--- src/rtl/alu_frame_pkg.sv ---
// ----------------------------------------------------------------------------
// alu_frame_pkg
//   Shared types and helpers for the ALU result framer.
//   - frm_state_t : framer FSM states
//   - FRM_SYNC    : sync nibble placed in bits [9:6] of every header word
//   - mk_header() : builds a header word {FRM_SYNC, seq, len-1}
// ----------------------------------------------------------------------------
package alu_frame_pkg;

    localparam int DATA_W = 10;
    localparam int SEQ_W  = 3;

    localparam logic [3:0] FRM_SYNC = 4'hA;

    typedef enum logic [1:0] {
        IDLE,
        HDR,
        PAYLOAD,
        CSUM
    } frm_state_t;

    // len is the encoded payload length (PAYLOAD_LEN-1), not the raw count.
    function automatic logic [DATA_W-1:0] mk_header(input logic [SEQ_W-1:0] seq,
                                                    input logic [2:0]       len);
        return {FRM_SYNC, seq, len};
    endfunction

endpackage

--- src/rtl/axi_out_reg.sv ---
// ----------------------------------------------------------------------------
// axi_out_reg
//   One-stage valid/ready output register. Holds wdata stable while the
//   downstream stalls and tells the producer when a new word may be loaded.
// Ports
//   clk          in   clock, posedge
//   reset        in   synchronous active-low reset
//   load_i       in   load load_data_i this cycle (only asserted when ld_ok_o)
//   load_data_i  in   word to load
//   wready_i     in   downstream accepts wdata_o
//   wvalid_o     out  output word valid
//   wdata_o      out  output word
//   ld_ok_o      out  register is free (empty, or draining this cycle)
// ----------------------------------------------------------------------------
module axi_out_reg
    import alu_frame_pkg::*;
(
    input  logic              clk,
    input  logic              reset,
    input  logic              load_i,
    input  logic [DATA_W-1:0] load_data_i,
    input  logic              wready_i,
    output logic              wvalid_o,
    output logic [DATA_W-1:0] wdata_o,
    output logic              ld_ok_o
);

    logic              wvalid_q;
    logic [DATA_W-1:0] wdata_q;

    // NOTE: sequential state uses non-blocking assignments so every flop
    // samples pre-edge values regardless of process evaluation order.
    always_ff @(posedge clk) begin
        if (!reset) begin
            wvalid_q <= 1'b0;
            wdata_q  <= '0;
        end else if (load_i) begin
            // A load in the same cycle as a handshake replaces the old word.
            wvalid_q <= 1'b1;
            wdata_q  <= load_data_i;
        end else if (wready_i) begin
            wvalid_q <= 1'b0;
        end
    end

    assign ld_ok_o  = !wvalid_q || wready_i;
    assign wvalid_o = wvalid_q;
    assign wdata_o  = wdata_q;

endmodule

--- src/rtl/axi_result_framer.sv ---
// ----------------------------------------------------------------------------
// axi_result_framer
//   Drains 10-bit ALU results and emits fixed-length frames:
//   HEADER, PAYLOAD_LEN result words, CHECKSUM (XOR of payload words).
//   Optional feature macro FRAMER_TIMEOUT_EN: a partial frame idle for
//   TIMEOUT cycles is completed with zero pad words.
// Parameters
//   PAYLOAD_LEN  results per frame, 1..8
//   TIMEOUT      idle cycles before padding, 2..255 (FRAMER_TIMEOUT_EN only)
// Ports
//   clk         in   clock, posedge
//   reset       in   synchronous active-low reset
//   rvalid      in   result available upstream
//   rdata       in   result word
//   rready      out  framer takes rdata this cycle
//   wvalid      out  wdata valid
//   wdata       out  framed output word
//   wready      in   downstream accepts wdata
//   frame_done  out  pulse while the CHECKSUM word handshakes
//   frame_seq   out  sequence number of the frame in progress
// ----------------------------------------------------------------------------
module axi_result_framer
    import alu_frame_pkg::*;
#(
    parameter int PAYLOAD_LEN = 4
`ifdef FRAMER_TIMEOUT_EN
   ,parameter int TIMEOUT     = 16
`endif
) (
    input  logic              clk,
    input  logic              reset,
    input  logic              rvalid,
    input  logic [DATA_W-1:0] rdata,
    output logic              rready,
    output logic              wvalid,
    output logic [DATA_W-1:0] wdata,
    input  logic              wready,
    output logic              frame_done,
    output logic [SEQ_W-1:0]  frame_seq
);

    localparam logic [2:0] LEN_FIELD = 3'(PAYLOAD_LEN - 1);
    localparam logic [3:0] CNT_LAST  = 4'(PAYLOAD_LEN - 1);

    frm_state_t        state_q, state_d;
    logic [3:0]        cnt_q, cnt_d;
    logic [DATA_W-1:0] csum_q, csum_d;
    logic [SEQ_W-1:0]  seq_q, seq_d;
    // Set while the checksum word sits in the output register, so the frame
    // is closed on its handshake rather than on its load.
    logic              csum_out_q, csum_out_d;

    logic              ld_ok;
    logic              out_load;
    logic [DATA_W-1:0] out_data;
    logic              word_done;
    logic              rready_c;
    logic              csum_hs;

`ifdef FRAMER_TIMEOUT_EN
    localparam logic [7:0] TIMEOUT_VAL = 8'(TIMEOUT);
    logic [7:0] timer_q, timer_d;
    logic       timed_out;
`endif

    assign csum_hs = csum_out_q && wvalid && wready;

    // NOTE: every signal written here gets a default first, so no path can
    // leave one unassigned and infer a latch.
    always_comb begin
        state_d    = state_q;
        cnt_d      = cnt_q;
        csum_d     = csum_q;
        seq_d      = seq_q;
        csum_out_d = csum_out_q;
        out_load   = 1'b0;
        out_data   = '0;
        rready_c   = 1'b0;
        word_done  = 1'b0;
`ifdef FRAMER_TIMEOUT_EN
        timer_d    = '0;
        timed_out  = (timer_q == TIMEOUT_VAL);
`endif

        if (csum_hs) begin
            seq_d      = seq_q + 3'd1;
            csum_d     = '0;
            csum_out_d = 1'b0;
        end

        unique case (state_q)
            IDLE: begin
                // Wait for data; the word itself is consumed in PAYLOAD.
                if (rvalid) state_d = HDR;
            end

            HDR: begin
                // A header load can coincide with the previous checksum's
                // handshake, so it must use the already-advanced seq_d.
                if (ld_ok) begin
                    out_load = 1'b1;
                    out_data = mk_header(seq_d, LEN_FIELD);
                    state_d  = PAYLOAD;
                end
            end

            PAYLOAD: begin
`ifdef FRAMER_TIMEOUT_EN
                if (timed_out) begin
                    timer_d = timer_q;
                    if (ld_ok) begin
                        out_load  = 1'b1;
                        out_data  = '0;
                        word_done = 1'b1;
                    end
                end else begin
                    rready_c = ld_ok;
                    if (rvalid && ld_ok) begin
                        out_load  = 1'b1;
                        out_data  = rdata;
                        csum_d    = csum_q ^ rdata;
                        word_done = 1'b1;
                    end else if (cnt_q != 4'd0) begin
                        timer_d = timer_q + 8'd1;
                    end
                end
`else
                rready_c = ld_ok;
                if (rvalid && ld_ok) begin
                    out_load  = 1'b1;
                    out_data  = rdata;
                    csum_d    = csum_q ^ rdata;
                    word_done = 1'b1;
                end
`endif
                if (word_done) begin
                    if (cnt_q == CNT_LAST) begin
                        cnt_d   = 4'd0;
                        state_d = CSUM;
`ifdef FRAMER_TIMEOUT_EN
                        timer_d = '0;
`endif
                    end else begin
                        cnt_d = cnt_q + 4'd1;
                    end
                end
            end

            CSUM: begin
                if (ld_ok) begin
                    out_load   = 1'b1;
                    out_data   = csum_q;
                    csum_out_d = 1'b1;
                    state_d    = rvalid ? HDR : IDLE;
                end
            end

            default: state_d = IDLE;
        endcase
    end

    always_ff @(posedge clk) begin
        if (!reset) begin
            state_q    <= IDLE;
            cnt_q      <= 4'd0;
            csum_q     <= '0;
            seq_q      <= '0;
            csum_out_q <= 1'b0;
`ifdef FRAMER_TIMEOUT_EN
            timer_q    <= '0;
`endif
        end else begin
            state_q    <= state_d;
            cnt_q      <= cnt_d;
            csum_q     <= csum_d;
            seq_q      <= seq_d;
            csum_out_q <= csum_out_d;
`ifdef FRAMER_TIMEOUT_EN
            timer_q    <= timer_d;
`endif
        end
    end

    axi_out_reg u_out_reg (
        .clk         (clk),
        .reset       (reset),
        .load_i      (out_load),
        .load_data_i (out_data),
        .wready_i    (wready),
        .wvalid_o    (wvalid),
        .wdata_o     (wdata),
        .ld_ok_o     (ld_ok)
    );

    assign rready     = rready_c;
    assign frame_done = csum_hs;
    assign frame_seq  = seq_q;

endmodule

--- config.mk ---
export PLATFORM = sky130hd
export DESIGN_NAME = axi_result_framer
export DESIGN_NICKNAME = d
export VERILOG_FILES = /design/src/rtl/alu_frame_pkg.sv /design/src/rtl/axi_out_reg.sv /design/src/rtl/axi_result_framer.sv
export SDC_FILE = /design/constraint.sdc
export NUM_CORES = 1
export LEC_CHECK = 0
export CORE_UTILIZATION = 35
export CTS_BUF_LIST = sky130_fd_sc_hd__clkbuf_4
export CTS_CLUSTER_SIZE = 20
export DETAILED_ROUTE_END_ITERATION = 8
export MAX_ROUTING_LAYER = met4
export PLACE_DENSITY_LB_ADDON = 0.25
export SLEW_MARGIN = 10
export SYNTH_ARGS = -nofsm -noshare
export SYNTH_HDL_FRONTEND = slang
export SYNTH_SLANG_ARGS = --single-unit
--- constraint.sdc ---
create_clock -name clk -period 2.3 [get_ports clk]
set_input_delay 0.23 -clock clk [delete_from_list [all_inputs] [get_ports clk]]
set_output_delay 0.23 -clock clk [all_outputs]
set_load 0.01 [all_outputs]
Word level (Yosys, flattened, before mapping)

Index checks and enable logic that the tools add are counted.

Bits in registers: 31
Input port bits: 14
Output and inout port bits: 16
Logic and storage cells: 55

$add $sub $neg: 2
Equal/unequal tests: 9
Mux-type cells: 26
Bitwise gates (word level): 1
Reductions and logical operators: 10

Operator list:

| cell                                           | number |
|---|---|
| two-way mux 10 bit                             | 6 |
| case mux 10 bit (3 select lines)               | 1 |
| two-way mux 1 bit                              | 10 |
| two-way mux 2 bit                              | 5 |
| inequality test 2 bit (second input constant)  | 5 |
| bitwise XOR 10 bit                             | 1 |
| case mux 2 bit (4 select lines)                | 1 |
| AND reduction 5 bit                            | 1 |
| adder 4 x 1 -> 4 bit (second input constant)   | 1 |
| == test 2 bit (second input constant)          | 2 |
| == test 4 x 2 -> 1 bit (second input constant) | 1 |
| two-way mux 4 bit                              | 1 |
| adder 3 x 1 -> 3 bit (second input constant)   | 1 |
| logical AND 1 bit                              | 3 |
| two-way mux 3 bit                              | 1 |
| == test 2 x 1 -> 1 bit (second input constant) | 1 |
| zero test 2 bit                                | 1 |
| case mux 1 bit (2 select lines)                | 1 |
| AND reduction 2 bit                            | 1 |
| nonzero test 2 bit                             | 1 |
| OR reduction 2 bit                             | 1 |
| zero test 1 bit                                | 1 |
| logical OR 1 bit                               | 1 |

Logic depth before layout (Yosys ltp)

Gate-level depths: netlist of the first run.

Depth in word-level cells: 7
Depth in mapped cells: 7
Depth with buffers taken out: 6

Cells and area by module

From an unflattened synthesis of the first run, not the netlist that was laid out.

Cell total of the unflattened synthesis: 174
Area total of the unflattened synthesis: 1665.3 sq um

By module, submodules not included:

| module            | instances | cells an instance | area an instance (sq um) | seq. area each (sq um) |
|---|---|---|---|---|
| axi_result_framer | 1         | 138               | 1249.9                   | 400.4 |
| axi_out_reg       | 1         | 36                | 415.4                    | 220.2 |

Worst setup path before layout of the first run

OpenSTA, ideal clock, no wires.

Path type: flip-flop to flip-flop
Start: reg state_q[0]
End: reg u_out_reg.wdata_q[0], in the netlist u_out_reg.wdata_o[0]
Library setup time: 123 ps
Arrival: 1496 ps
Data required time: 2177 ps
Slack: 681 ps
Cell stages (with the launch flop): 7
Buffers on the path: 0
Period minus slack after synthesis: 1619 ps
Cell sequence: dfxtp_1 -> inv_1 -> ha_1 -> nand2_4 -> a2111o_1 -> a221oi_1 -> nor2_1

Cells in the longest elaborated chain, start to end: 3
Elaborated cells between the ends (all ways): 6
Classes of those cells: 3 x eq/ne; 2 x mux; 1 x reduce/logical

Ends and longest elaborated chain:

| element                                                        | line                     | text |
|---|---|---|
| start, declared                                                | axi_result_framer.sv:45  | `frm_state_t state_q, state_d;` |
| start signal, assigned                                         | axi_result_framer.sv:173 | `state_q <= state_d;` |
| == test 2 bit / == test 2 x 1 -> 1 bit (equally long branches) | axi_result_framer.sv:91  | `unique case (state_q)` |
| OR reduction 2 bit (no source line)                            | --                       |  |
| case mux 1 bit (2 select lines)                                | axi_result_framer.sv:91  |  |
| end signal, assigned                                           | axi_out_reg.sv:40        | `wdata_q <= load_data_i;` |
| end, declared                                                  | axi_out_reg.sv:29        | `logic [DATA_W-1:0] wdata_q;` |

Several ways; a longest one is shown, not always the timed one.
A chain may end at the register's enable or synchronous reset.

Worst setup path after layout of the first run

Start: reg state_q[0]
End: out rready

Cells in the longest elaborated chain, start to end: 2

Ends and longest elaborated chain:

| element           | line                    | text |
|---|---|---|
| == test 2 bit     | axi_result_framer.sv:91 |  |
| two-way mux 1 bit | axi_result_framer.sv:91 |  |
| end, declared     | axi_result_framer.sv:34 | `output logic rready,` |

Every way passes these cells.

==> metrics, run 1 <==
status=complete, no violations; Final Power=1.92 mW; Synth Area in XOR/XNOR=under 10%; yosys warns=0; die height=a little under 70 microns; #FFs+latches synth=31; Critical Path AT=~1.8 ns; worst r2r src=state_q[0]$_SDFFE_PN0P_; top cells by count, synth=dfxtp_1, nand3_1, nor2_1, o21ai_0, nand2_1; routed wire length=about 3.6 mm; RSZ-0062 raised after global routing=false; post-synth top area cell=dfxtp_1; 1st-iter DRT viols=103; worst clock skew=0.0123 ns; Port Buffers=29; Final Hold Fails=0; R2R Setup Slk=0.38 ns; die area=approximately 4700 sq um; Synth Area in Simple Gates=~23%; Tcrit/Tclk final=87.4%; Mapped Cells=172; Worst VDD drop=0.345 mV; Slew @ Worst Pin=between 0.4 and 0.5 ns; Antenna Nets Post-Route=0; most frequent cell after synthesis=dfxtp_1; clock tree root buffer cell=clkbuf_4; Slew Viols, Final=0; CP Capture Type=output pin; CTS Buf Count=5; initial antenna violation count=0; layout cells sized above 1=7.43%; area delta synth->final=24.6%; RR Endpoint=cnt_q[2]$_SDFFE_PN0P_; Final WS setup=0.291 ns; Syn Std Cell Area=1560 sq um; Max clock buf depth=2; Filler cells=~390; minimum hold slack=0.481 ns; Ports=30; total track usage=18.3%; FMAX=0.498 GHz; WS Path Type=register to output pin; Seq/Total Area, Yosys=39.8%; clock slew at reported path FFs=roughly 0.1 ns; post-cts hold buffer count=0; Core ar.=4140 sq um; # rows=23; Avg Inst Size Synth=9.06 sq um; # DRC=0; TritonCTS clock tree=built; drt pass-1 iters=4; Compound-Gate Fraction of Synth Area=23.3%; hpwl dp=2.49 mm; setup violators final=0; number of synthesized flops with an enable pin=0; crit-path max FO=5; Worst EP required=2.07 ns; post-synthesis cell type count=46; leakage=0.749 nW; via count=about 1400; Hold Path Class=register to register; fin crit period=2.01 ns; nets=between 200 and 250; Post-Synth Adder-Cell Area=5.62%; Final Core Density=46.9%; Routed wire per std cell=around 14 microns; Resized cells post-CTS=0; dpl ws=approximately 0.26 ns; CP Launch Type=register; Critical Path End=rready; Synth Flop Type=dfxtp_1; aggregate global routing overflow=0; Setup crit start=state_q[0]$_SDFFE_PN0P_; worst r2r path cells=6; n_diodes=0; Syn Nets=193; chip width=68.7 microns; Yosys top cell area share=39.8%; largest family of logic cells by synthesized area=compound AO/OA/AOI/OAI gates; Slew headroom=between 60% and 70%; # clock sinks=31; global-route wire length before repair=6.20 mm; Starting Density=between 30% and 40%; number of global-route vias before repair=~1400; clock latency on the worst-skew pair=approximately 0.33 ns; Fin Setup TNS=0 ns; via/cell ratio=around 5.5; largest cells by area after synthesis=dfxtp_1, ha_1, nand3_1, o21ai_0, a21boi_1; Async SR Flop Fraction=0%; max-cap viol count=0; Power Density=991 nW/um^2; post-synthesis mux area share=under 10%; Post-CTS Setup Bufs=0; pin count of the biggest net entering global routing=33; htree depth=2; Final GP Congestion=0.755
cells by family after synthesis:
family / count (synthesis)
flops: 31
buf+inv: 13
xor+xnor: 3
simple gates: 67
mux: 2
compound gates: 49
fa+ha+maj: 7
layout by cell type, fill, tap and decap left out, drive strengths merged, types with 3 or more instances in the layout:
master / instances
buf: 3
nand2: 9
and2: 3
ha: 7
a221oi: 4
nand3: 17
dfxtp: 31
clkbuf: 6
and3: 6
inv: 4
nor2b: 4
a21boi: 8
o21ai: 12
nor2: 15
xor2: 3
clkdlybuf4s50: 29
o21a: 7
a31oi: 4
or2: 4
per-layer routing:
layer	vias up	part of all wire (%)	track usage, %
li1	684	-	-
met1	666	45	21.5
met2	41	48	29.0
met3	7	5.9	6.41
met4	0	1.4	6.12
met5	-	0	-
worst min path at each step:
stage                         start                                end  slack, ns  depth (start not counted)
3_5_place_dp   csum_q[2]$_SDFF_PN0_               csum_q[2]$_SDFF_PN0_       0.47                          2
5_1_grt        csum_q[2]$_SDFF_PN0_               csum_q[2]$_SDFF_PN0_       0.51                          2
2_1_floorplan                 reset  u_out_reg.wdata_o[3]$_SDFFE_PN0P_       0.37                          2
6_report       csum_q[2]$_SDFF_PN0_               csum_q[2]$_SDFF_PN0_       0.48                          2
4_1_cts        csum_q[2]$_SDFF_PN0_               csum_q[2]$_SDFF_PN0_       0.48                          2
3_3_place_gp   csum_q[2]$_SDFF_PN0_               csum_q[2]$_SDFF_PN0_       0.46                          2
per-stage QoR:
step / area (sq um) / cells
floorplan: 1560 / 172
global placement: 1870 / 245
detailed placement: 1870 / 245
CTS: 1940 / 252
global route: 1940 / 252
finish: 1940 / 252
critical path, stage by stage, from the launching register on:
cell and delay, ns:
dfxtp_1 0.34, inv_1 0.15, ha_1 0.28, and2_1 0.16, clkdlybuf4s50_1 0.53
flip-flops by register name (all words and copies together) (netlist names):
name                flops
csum_q                 10
u_out_reg.wdata_o      10
cnt_q                   4
frame_seq               3
state_q                 2
csum_out_q              1
u_out_reg.wvalid_o      1
power by group:
| part | switching [mW] | total, mW | leakage, nW | internal (mW) |
|---|---|---|---|---|
| Combinational | 0.412 | 0.778 | 0.455 | 0.366 |
| Clock | 0.186 | 0.422 | 0.0417 | 0.236 |
| Sequential | 0.0717 | 0.724 | 0.252 | 0.653 |
area by class of cell:
cell class / count / area [sq um] / share of cell area (%)
tap: 50 / 62.6 / 3.22
timing repair buffer: 32 / 313 / 16.1
clock inverter: 1 / 30.0 / 1.55
multi-input combinational: 128 / 856 / 44.1
inverter: 4 / 15.0 / 0.773
sequential: 31 / 621 / 32.0
clock buffer: 6 / 45.0 / 2.32
Note: power is estimated with default switching activity, not from simulation.
==> run 2: changes to the inputs <==
--- a/config.mk
+++ b/config.mk
@@ -11,7 +11,7 @@
 export DETAILED_ROUTE_END_ITERATION = 8
 export MAX_ROUTING_LAYER = met4
 export PLACE_DENSITY_LB_ADDON = 0.25
-export SLEW_MARGIN = 10
+export SLEW_MARGIN = 20
 export SYNTH_ARGS = -nofsm -noshare
 export SYNTH_HDL_FRONTEND = slang
 export SYNTH_SLANG_ARGS = --single-unit
==> constraint.sdc (replaced) <==
create_clock -name clk -period 1.6 [get_ports clk]
set_input_delay 0.16 -clock clk [delete_from_list [all_inputs] [get_ports clk]]
set_output_delay 0.16 -clock clk [all_outputs]
set_load 0.01 [all_outputs]
==> run 2 against run 1 <==
  * Die area did not move
  * Clock power barely moved
  * Final cell count rose by 10%
  * Largest cell class unchanged
  * Highest routed layer unchanged
==> metrics, run 2 (same netlist as run 1, synthesis figures left out) <==
via count=1465 (+4.8%); area delta synth->final=44.2%; M2 GR Usage=29.5% (+0.49 points); minimum hold slack=0.492 ns (+0.0117 ns); commonest non-fill, non-tap cell in the layout=dfxtp_1; Setup crit start=state_q[0]$_SDFFE_PN0P_; Antenna Nets Post-Route=0 (unchanged); max-cap viol count=0 (unchanged); clock tree root buffer cell=clkbuf_4; post-cts hold buffer count=0 (unchanged); Worst VDD drop=0.685 mV (+99%); placed insts=268 (+9.4%); switching power=1.10 mW (+64%); # rows=23 (unchanged); leakage=0.897 nW (+20%); CTS Buf Count=5 (unchanged); n_diodes=0 (unchanged); pin count of the biggest net entering global routing=33 (unchanged); WS Path Type=register to register; fin area=2250 sq um (+16%); Critical Path AT=1.81 ns (+0.03 ns); slowest stage delay, CP=0.51 ns (-0.02 ns); Slew @ Worst Pin=0.303 ns (-0.176 ns); Starting Density=37.6% (unchanged); Slew headroom=79.7% (+12 points); Hold Crit Start=csum_q[8]$_SDFF_PN0_; clock slew at reported path FFs=0.10 ns (about the same); layout cells sized above 1=25.0% (+18 points); htree depth=2 (unchanged); die height=68.7 microns (unchanged); FMAX=~0.63 GHz; nets=249 (+12%); # DRC=0 (unchanged); aggregate global routing overflow=0 (unchanged); sequential share of power=36.0% (-1.7 points); sw frac=36.7% (+1.9 points); Final GP Congestion=0.797 (+5.6%); TritonCTS clock tree=built; Slew Viols, Final=0 (unchanged); Tcrit/Tclk final=98.9%; drt pass-1 iters=4 (unchanged); crit-path max FO=4 (-1); Worst EP required=1.82 ns (-0.25 ns); CP max-delay cell=a2111o_1; RSZ-0062 raised after global routing=true; busiest grt layer=met2; Combinational Power Share=50.0% (+9.6 points); initial antenna violation count=0 (unchanged); # clock sinks=31 (unchanged); CP Capture Type=register; Clock power frac=14.0% (-7.9 points); Power Density=1330 nW/um^2 (+34%); routed wire length=3.99 mm (+11%); setup violators final=0 (unchanged); Routed wire per std cell=14.4 microns (+0.63%); CP Launch Type=register; internal cell power=1.90 mW (+51%); Fin Setup TNS=0 ns (unchanged); Max clock buf depth=2 (unchanged); Post-Place Cell Area=2070 sq um (+11%); Final Hold Fails=0 (unchanged); fin crit period=~1.6 ns; most frequent cells in the layout=dfxtp_1, clkdlybuf4s50_1, buf_4; worst r2r src=state_q[0]$_SDFFE_PN0P_; total track usage=18.2% (-0.094 points); 1st-iter DRT viols=78 (-24%); grt met1 use=21.4% (-0.057 points); clock latency on the worst-skew pair=0.32 ns (about the same); Core ar.=4140 sq um (unchanged); chip width=68.7 microns (unchanged); via/cell ratio=5.27 (-5.0%); Port Buffers=29 (unchanged); status=complete, no violations; Ports=30 (unchanged); hpwl dp=2.73 mm (+9.9%); number of global-route vias before repair=1437 (+4.8%); die area=4730 sq um (unchanged); CP Cell Sequence=buf_6 > ha_4 > inv_2 > a2111o_1 > a221oi_2 > nor2_1; Hold Path Class=register to register; met3 usage=4.44% (-2.0 points); worst clock skew=0.00999 ns (-0.00229 ns); global-route wire length before repair=6.14 mm (-1.0%); fin cells=278 (+10%)
run 2: changes by cell type in the layout (fill, tap and decap cells not counted), moves of 3 or more:
| cell | change |
|---|---|
| a221oi_1 | -4 |
| a221oi_2 | +4 |
| buf_4 | +20 |
| buf_6 | +3 |
| ha_1 | -4 |
| ha_4 | +4 |
| inv_1 | -3 |
| o21ai_0 | -3 |
run 2: metrics by stage:
stage / util (%) / worst slack, ns / power, mW
floorplan: - / 0.0114 / 1.75
global placement: 49.9 / -0.130 / 2.29
detailed placement: 49.9 / -0.151 / 2.34
CTS: 51.5 / -0.0172 / 2.80
global route: 54.3 / -0.0458 / 3.19
finish: 54.3 / 0.0169 / 3.00
run 2: path summary, 6_finish.rpt:
path                                       end  slack, ns  cells after the start
max          u_out_reg.wdata_o[1]$_SDFFE_PN0P_       0.02                      6
max reg2reg  u_out_reg.wdata_o[1]$_SDFFE_PN0P_       0.02                      6
min          u_out_reg.wdata_o[8]$_SDFFE_PN0P_       0.49                      2
min reg2reg  u_out_reg.wdata_o[8]$_SDFFE_PN0P_       0.49                      2
run 2: routing by layer:
| metal | vias up | share of wire (%) |
|---|---|---|
| met4 | 0 | 0.90 |
| li1 | 739 | - |
| met5 | - | 0 |
| met2 | 33 | 49 |
| met1 | 689 | 46 |
| met3 | 4 | 3.6 |
run 2: final cells by class:
class,instances,area [sq um]
Tap cell,50,62.6
Inverter,4,17.5
Clock buffer,5,37.5
Timing Repair Buffer,58,539
Sequential cell,31,626
Fill cell,387,1900
Multi-Input combinational cell,128,957
Clock inverter,2,8.76
run 2: power by group through the flow:
stage	Combinational, mW	Clock, mW	Sequential [mW]
floorplan	0.654	0	1.10
detailed placement	1.28	0	1.06
global placement	1.24	0	1.05
global route	1.63	0.460	1.10
CTS	1.32	0.427	1.05
finish	1.50	0.420	1.08
run 2: timing repair:
item,4_1_cts,5_1_grt
cloned,0,1
pin swaps,0,7
gates resized for setup,9,22
setup endpoints to repair,17,10
setup buffers,0,2
run 2: critical path, delay by kind of cell, from the launching register on:
kind | cells | cell delay, ns
adder cells (fa/ha/maj) | 1 | 0.15
flip-flops | 1 | 0.37
AO/OA/AOI/OAI | 2 | 0.72
AND/OR/NAND/NOR | 1 | 0.08
buffers and inverters | 2 | 0.16
